--- src/rtl/mips_instr_encoder.sv ---
// Symbolic MIPS instruction encoder with an output FIFO that streams
// encoded words into instruction memory at auto-incrementing addresses.
module mips_instr_encoder #(
    parameter int unsigned DEPTH     = 4,
    parameter logic [31:0] BASE_ADDR = 32'h0040_0000,
    parameter int unsigned MEM_WORDS = 256
) (
    input  logic        clk,
    input  logic        reset,
    input  logic        flush,
    input  logic        req_valid,
    output logic        req_ready,
    input  logic [4:0]  req_kind,
    input  logic [4:0]  req_rs,
    input  logic [4:0]  req_rt,
    input  logic [4:0]  req_rd,
    input  logic [4:0]  req_shamt,
    input  logic [15:0] req_imm,
    input  logic [25:0] req_target,
    output logic        wr_valid,
    input  logic        wr_ready,
    output logic [31:0] wr_data,
    output logic [31:0] wr_addr,
    output logic [15:0] words_written,
    output logic        err_illegal
);

    localparam int AW = (DEPTH > 1) ? $clog2(DEPTH) : 1;
    localparam int CW = AW + 1;
    localparam logic [CW-1:0] FULL_CNT = CW'(DEPTH);
    localparam logic [31:0]   LAST_IDX = 32'(MEM_WORDS - 1);

    localparam logic [4:0] K_ADD  = 5'd0;
    localparam logic [4:0] K_SUB  = 5'd1;
    localparam logic [4:0] K_AND  = 5'd2;
    localparam logic [4:0] K_OR   = 5'd3;
    localparam logic [4:0] K_NOR  = 5'd4;
    localparam logic [4:0] K_SLT  = 5'd5;
    localparam logic [4:0] K_SLL  = 5'd6;
    localparam logic [4:0] K_SRL  = 5'd7;
    localparam logic [4:0] K_JR   = 5'd8;
    localparam logic [4:0] K_ADDI = 5'd9;
    localparam logic [4:0] K_ANDI = 5'd10;
    localparam logic [4:0] K_ORI  = 5'd11;
    localparam logic [4:0] K_LUI  = 5'd12;
    localparam logic [4:0] K_LW   = 5'd13;
    localparam logic [4:0] K_SW   = 5'd14;
    localparam logic [4:0] K_BEQ  = 5'd15;
    localparam logic [4:0] K_BNE  = 5'd16;
    localparam logic [4:0] K_J    = 5'd17;
    localparam logic [4:0] K_JAL  = 5'd18;

    localparam logic [5:0] OP_R = 6'h00;

    logic [31:0]   w_word;
    logic          w_legal;
    logic          w_accept;
    logic          w_push;
    logic          w_pop;

    logic [31:0]   r_mem [DEPTH];
    logic [AW-1:0] r_wptr;
    logic [AW-1:0] r_rptr;
    logic [CW-1:0] r_count;
    logic [31:0]   r_addr;
    logic [31:0]   r_idx;
    logic [15:0]   r_words;
    logic          r_err;

    // Each kind keeps only the fields its format uses; the rest are zero.
    always_comb begin
        w_word  = '0;
        w_legal = 1'b1;
        case (req_kind)
            K_ADD:  w_word = {OP_R, req_rs, req_rt, req_rd, 5'd0, 6'h20};
            K_SUB:  w_word = {OP_R, req_rs, req_rt, req_rd, 5'd0, 6'h22};
            K_AND:  w_word = {OP_R, req_rs, req_rt, req_rd, 5'd0, 6'h24};
            K_OR:   w_word = {OP_R, req_rs, req_rt, req_rd, 5'd0, 6'h25};
            K_NOR:  w_word = {OP_R, req_rs, req_rt, req_rd, 5'd0, 6'h27};
            K_SLT:  w_word = {OP_R, req_rs, req_rt, req_rd, 5'd0, 6'h2A};
            K_SLL:  w_word = {OP_R, 5'd0, req_rt, req_rd, req_shamt, 6'h00};
            K_SRL:  w_word = {OP_R, 5'd0, req_rt, req_rd, req_shamt, 6'h02};
            K_JR:   w_word = {OP_R, req_rs, 5'd0, 5'd0, 5'd0, 6'h08};
            K_ADDI: w_word = {6'h08, req_rs, req_rt, req_imm};
            K_ANDI: w_word = {6'h0C, req_rs, req_rt, req_imm};
            K_ORI:  w_word = {6'h0D, req_rs, req_rt, req_imm};
            K_LUI:  w_word = {6'h0F, 5'd0, req_rt, req_imm};
            K_LW:   w_word = {6'h23, req_rs, req_rt, req_imm};
            K_SW:   w_word = {6'h2B, req_rs, req_rt, req_imm};
            K_BEQ:  w_word = {6'h04, req_rs, req_rt, req_imm};
            K_BNE:  w_word = {6'h05, req_rs, req_rt, req_imm};
            K_J:    w_word = {6'h02, req_target};
            K_JAL:  w_word = {6'h03, req_target};
            default: begin
                w_word  = '0;
                w_legal = 1'b0;
            end
        endcase
    end

    assign req_ready     = (r_count < FULL_CNT);
    assign wr_valid      = (r_count != '0);
    assign w_accept      = req_valid & req_ready & ~flush;
    assign w_push        = w_accept & w_legal;
    assign w_pop         = wr_valid & wr_ready & ~flush;
    assign wr_data       = wr_valid ? r_mem[r_rptr] : 32'd0;
    assign wr_addr       = r_addr;
    assign words_written = r_words;
    assign err_illegal   = r_err;

    always_ff @(posedge clk) begin
        if (w_push) begin
            r_mem[r_wptr] <= w_word;
        end
    end

    always_ff @(posedge clk) begin
        if (reset) begin
            r_wptr  <= '0;
            r_rptr  <= '0;
            r_count <= '0;
        end else if (flush) begin
            r_wptr  <= '0;
            r_rptr  <= '0;
            r_count <= '0;
        end else begin
            if (w_push) begin
                r_wptr <= r_wptr + AW'(1);
            end
            if (w_pop) begin
                r_rptr <= r_rptr + AW'(1);
            end
            case ({w_push, w_pop})
                2'b10:   r_count <= r_count + CW'(1);
                2'b01:   r_count <= r_count - CW'(1);
                default: r_count <= r_count;
            endcase
        end
    end

    // Write index runs 0..MEM_WORDS-1 so the address wraps to the base.
    always_ff @(posedge clk) begin
        if (reset) begin
            r_addr <= BASE_ADDR;
            r_idx  <= '0;
        end else if (flush) begin
            r_addr <= BASE_ADDR;
            r_idx  <= '0;
        end else if (w_pop) begin
            if (r_idx == LAST_IDX) begin
                r_addr <= BASE_ADDR;
                r_idx  <= '0;
            end else begin
                r_addr <= r_addr + 32'd4;
                r_idx  <= r_idx + 32'd1;
            end
        end
    end

    always_ff @(posedge clk) begin
        if (reset) begin
            r_words <= '0;
        end else if (w_pop) begin
            r_words <= r_words + 16'd1;
        end
    end

    always_ff @(posedge clk) begin
        if (reset) begin
            r_err <= 1'b0;
        end else if (w_accept & ~w_legal) begin
            r_err <= 1'b1;
        end
    end

endmodule

--- config.mk ---
export PLATFORM = sky130hd
export DESIGN_NAME = mips_instr_encoder
export DESIGN_NICKNAME = d
export VERILOG_FILES = /design/src/rtl/mips_instr_encoder.sv
export SDC_FILE = /design/constraint.sdc
export NUM_CORES = 1
export LEC_CHECK = 0
export CAP_MARGIN = 30
export CORE_AREA = 2 2 153 155
export CTS_CLUSTER_DIAMETER = 30
export DETAILED_ROUTE_END_ITERATION = 10
export DIE_AREA = 0 0 155 157
export PLACE_DENSITY = 0.67
export SLEW_MARGIN = 10
export SYNTH_ARGS = -nofsm -noshare
export SYNTH_HDL_FRONTEND = slang
export SYNTH_SLANG_ARGS = --single-unit
--- constraint.sdc ---
create_clock -name clk -period 2.8 [get_ports clk]
set_clock_uncertainty 0.2 [all_clocks]
set_input_delay 0.56 -clock clk [delete_from_list [all_inputs] [get_ports clk]]
set_output_delay 0.56 -clock clk [all_outputs]
set_load 0.02 [all_outputs]
[Word-level counts from Yosys, hierarchy flattened]
Memories as Yosys holds them, arrays and structs flattened. A register that Yosys moved wholly into a read port is not among the register bits.
Cells that the tools add are included.
Cells by class
  multiplexer cells: 10
  bitwise operators: 8
  reductions and logical operators: 5
  add/sub/neg operators: 7
  $lt $le $gt $ge: 1
  eq/ne operators: 21
Operator list (count)
  $pmux 32 s19: 1
  $mux 32: 3
  $eq 5x4->1 const B: 8
  $add 32x1->32 const B: 1
  $add 32x3->32 const B: 1
  $eq 32x8->1 const B: 1
  $eq 5x3->1 const B: 4
  $reduce_or 19->1: 1
  $add 16x1->16 const B: 1
  $eq 5x5->1 const B: 3
  $eq 5x2->1 const B: 2
  $and 1x1->1: 6
  $pmux 3 s2: 1
  $eq 5x1->1 const B: 1
  $logic_not 5->1: 1
  $add 2x1->2 const B: 2
  $mux 2: 2
  $add 3x1->3 const B: 1
  $lt 3x3->1 const B: 1
  $mux 1: 3
  $reduce_bool 3->1: 1
  $sub 3x1->3 const B: 1
  $eq 2x1->1 const B: 1
  $eq 2x2->1 const B: 1
  3 further kinds: 4
Storage, ports and cells
  input port bits: 72
  memories kept: 1
  memory bits (writable): 128
  register bits after elaboration: 88
Memory list
  r_mem: words 4, width 32, rd ports 1, clocked after Yosys merged registers in 1, write ports 1, line 61  | logic [31:0] r_mem [DEPTH];

[Logic depth before layout (Yosys ltp)]
  depth in word-level cells: 6
  gate-level depth with buffers: 11

[Least setup slack after synthesis]
No wires, ideal clock.
  path kind: in2reg
  from: in flush
  to: reg r_count[2]
  setup time: 70 ps
  stages: 9
  arrival time: 2622 ps
  path slack: -92 ps
  path buffers: 1
  required time: 2530 ps
  cell sequence: nand2b_1 > nor2_1 > clkbuf_1 > ha_1 > inv_1 > fa_1 > xor2_1 > or3_1 > a21oi_1
Between the ends
  elaborated cells on any way between the ends: 9
RTL lines
  start, declared: line 10  | input logic flush,
  $not 1->1 *: line 105  | assign w_pop = wr_valid & wr_ready & ~flush;
  $and 1x1->1 *: line 105
  named net w_pop: line 59  | logic w_pop;
  $eq 2x1->1 / $eq 2x2->1 (equally long branches): line 133  | case ({w_push, w_pop})
  $pmux 3 s2 / $reduce_bool 2->1 (equally long branches)
  end signal, assigned: line 134  | 2'b10: r_count <= r_count + CW'(1);
  end signal, assigned: line 135  | 2'b01: r_count <= r_count - CW'(1);
  end signal, assigned: line 136  | default: r_count <= r_count;
  end, declared: line 64  | logic [CW-1:0] r_count;
Mark *: on every way through the listed nets, which the timed path passes. The rest lies on a longest branch.
A chain may end at the register's enable or synchronous reset.

==> metrics.csv <==
metric;value;unit
outcome;finished clean;
grt_overflow;0;
viasPerCell;5.21;
swShare;0.208;
netlist_area;9390;sq um
core;22500;sq um
nNetsFinal;1093;
drtPass1Iterations;6;
critPathCapture;wr_data[10];
final_layout_size_suffix_gt1_frac;0.202;
row_count;55;
pwr-share-clk;0.539;
floorplan.initialDensity;0.417;
peakVddDrop;0.352;mV
clkSlewWorstSetupHoldPaths;50;ps
synth_edf_count;124;
rr_endpoint;r_idx[30];
grt_max_degree;37;
wl_met2;11.1;mm
hold_class;reg2reg;
ys_top_cells_by_area;edfxtp_1 (40%), dfxtp_1 (19%), mux4_2 (7.4%);
final_cells;1329;
syn_to_final_growth;38.8;%
power_density;628;nW/um^2
synth-seq-cells;212;
yosys-top-cells-count;edfxtp_1 (124), nor2_1 (92), dfxtp_1 (88);
dieArea;24300;sq um
p_leak;0.00452;uW
antenna_found_initial;0;
place.gp.congestion;0.837;
dpl_cell_area;11700;sq um
clockBufferDepth;3;
yosysTopAreaCell;edfxtp_1;
r2r-start;r_idx[3];
cts-root-buf;clkbuf_16;
synthFlopType;edfxtp_1;
period_needed;2750;ps
drcViolationCount;0;
synthArstFlopShare;0;
crit_path_max_fanout;7;
power.switching;1710;uW
synth_warnings;0;
finalWirelength;22.4;mm
timing.final.crit_share;0.981;
relSlewSlack;0.611;
routed.top_layer;met4;
stdcell_area;13000;sq um
intPower;6490;uW
p_comb_frac;0.051;
wl_met1;9.60;mm
arrival;1990;ps
fmax;364;MHz
final-hold-violation-count;0;
diodes;0;
io_buffers;151;
criticalPathCategory;reg2out;
dpl.hpwl;14.8;mm
postRouteAntennaNets;0;
hold_buffers;0;
ys_seq_area_frac;0.584;
grt_pass1_vias;6933;
clock_sinks;212;
avgSynthCellArea;11.9;sq um
reg2reg_slack;310;ps
slew_violations;0;
synth_top_area_frac;0.397;
wl_met3;1.26;mm
die_x;155;um
wl_per_cell;16.8;um
yosysMostFrequentCell;edfxtp_1;
drtIter0Drc;467;
setup_viol;0;
worst_pin_slew;583;ps
htreeDepth;2;
die_h;157;um
rsz0062_at_grt;yes;
endpoint_kind;output port;
numCtsBuffers;41;
synth_cell_types;53;
syn_inst;788;
cap_viol_max_count;0;
fin_hold_ws;286;ps
cts_tree;done;
worstRegToRegCells;5;
grt_util_all_layers;0.187;
insertion_delay;510;ps
grt_pass1_wl;36.2;mm
tns;0;ps
worstPathRequired;2040;ps
ioPinCount;155;
power.share.sequential;0.410;
startpoint_type;flop;
dp_cells;1247;
dr_total_vias;6919;
[worst min-delay path by stage]
stage           startpoint           to  slack (ps)  cells after the start
2_1_floorplan    r_idx[31]    r_idx[31]         250                      2
3_3_place_gp   err_illegal  err_illegal         270                      2
3_5_place_dp   err_illegal  err_illegal         260                      2
4_1_cts        err_illegal  err_illegal         280                      2
5_1_grt        err_illegal  err_illegal         300                      2
6_report       err_illegal  err_illegal         290                      2
[cell type report]
cell class              instances  area, sq um
repair buffers                217         2110
inverters                      24         90.1
clock buffers                  51         1080
clock inverters                24          196
well taps                     285          357
multi-input cells             516         3710
flip-flops and latches        212         5490
fillers                      1853         9470
[critical path: stages (launching register included)]
cell and delay (ps):
dfxtp_4 410, buf_12 150, buf_4 110, mux4_2 470, and2_1 170, buf_2 160
[power groups by stage]
stage	Clock, uW	Sequential [uW]	Combinational, uW
after detailed placement	0	3410	418
after global placement	0	3410	413
after CTS	4520	3360	415
after floorplan	0	3410	187
after global routing	4690	3350	453
final	4420	3360	419
[flip-flops by register name, summed over array words and instances, names as in the netlist, named ones only]
name / count
err_illegal: 1
r_count: 3
r_idx: 32
r_mem: 124
r_rptr: 2
r_wptr: 2
words_written: 16
wr_addr: 30
[cells by family after synthesis]
family / after synthesis / synth area share
xor gates and xnor gates: 66 / 0.0616
DFF: 212 / 0.584
and+or+nand+nor: 317 / 0.175
AOI/OAI and AO/OA: 84 / 0.0577
muxes: 37 / 0.0810
buffers and inverters: 62 / 0.0269
adders and majority gates: 9 / 0.0128
other: 1 / 0.000399
[repair_timing]
item	CTS	global route
setup buffers	2	2
pin swaps	0	0
resized for setup	127	39
gates cloned	3	0
setup endpoints to repair	32	19
[per-layer routing]
metal / vias to the layer above / track usage
li1: 3354 / -
met1: 3353 / 0.238
met2: 182 / 0.316
met3: 30 / 0.0435
met4: 0 / 0.0608
met5: - / 0
[through the flow]
| step | worst slack (ps) | utilization | power [uW] |
|---|---|---|---|
| floorplan | 18.6 | - | 3600 |
| global placement | -203 | 0.518 | 3820 |
| detailed placement | -243 | 0.518 | 3830 |
| CTS | -54.9 | 0.576 | 8290 |
| global route | -11.3 | 0.579 | 8500 |
| finish | 54.1 | 0.579 | 8190 |
[cell usage in the layout (no fill, tap or decap), types with 10 or more instances in the layout]
cell type / count
nand3_1: 26
xor2_1: 25
o21ai_0: 20
nor4_1: 11
nor3_1: 22
nand2_1: 47
dfxtp_1: 87
buf_2: 20
a21oi_1: 24
buf_4: 52
nand4_1: 23
clkdlybuf4s50_1: 119
and2_4: 11
and2_1: 26
inv_1: 24
buf_6: 12
nor2_1: 92
or3_1: 13
edfxtp_1: 124
xnor2_1: 41
mux4_2: 31
clkbuf_16: 41
buf_12: 10
a22o_1: 11
Note: power is estimated with default switching activity, not from simulation.
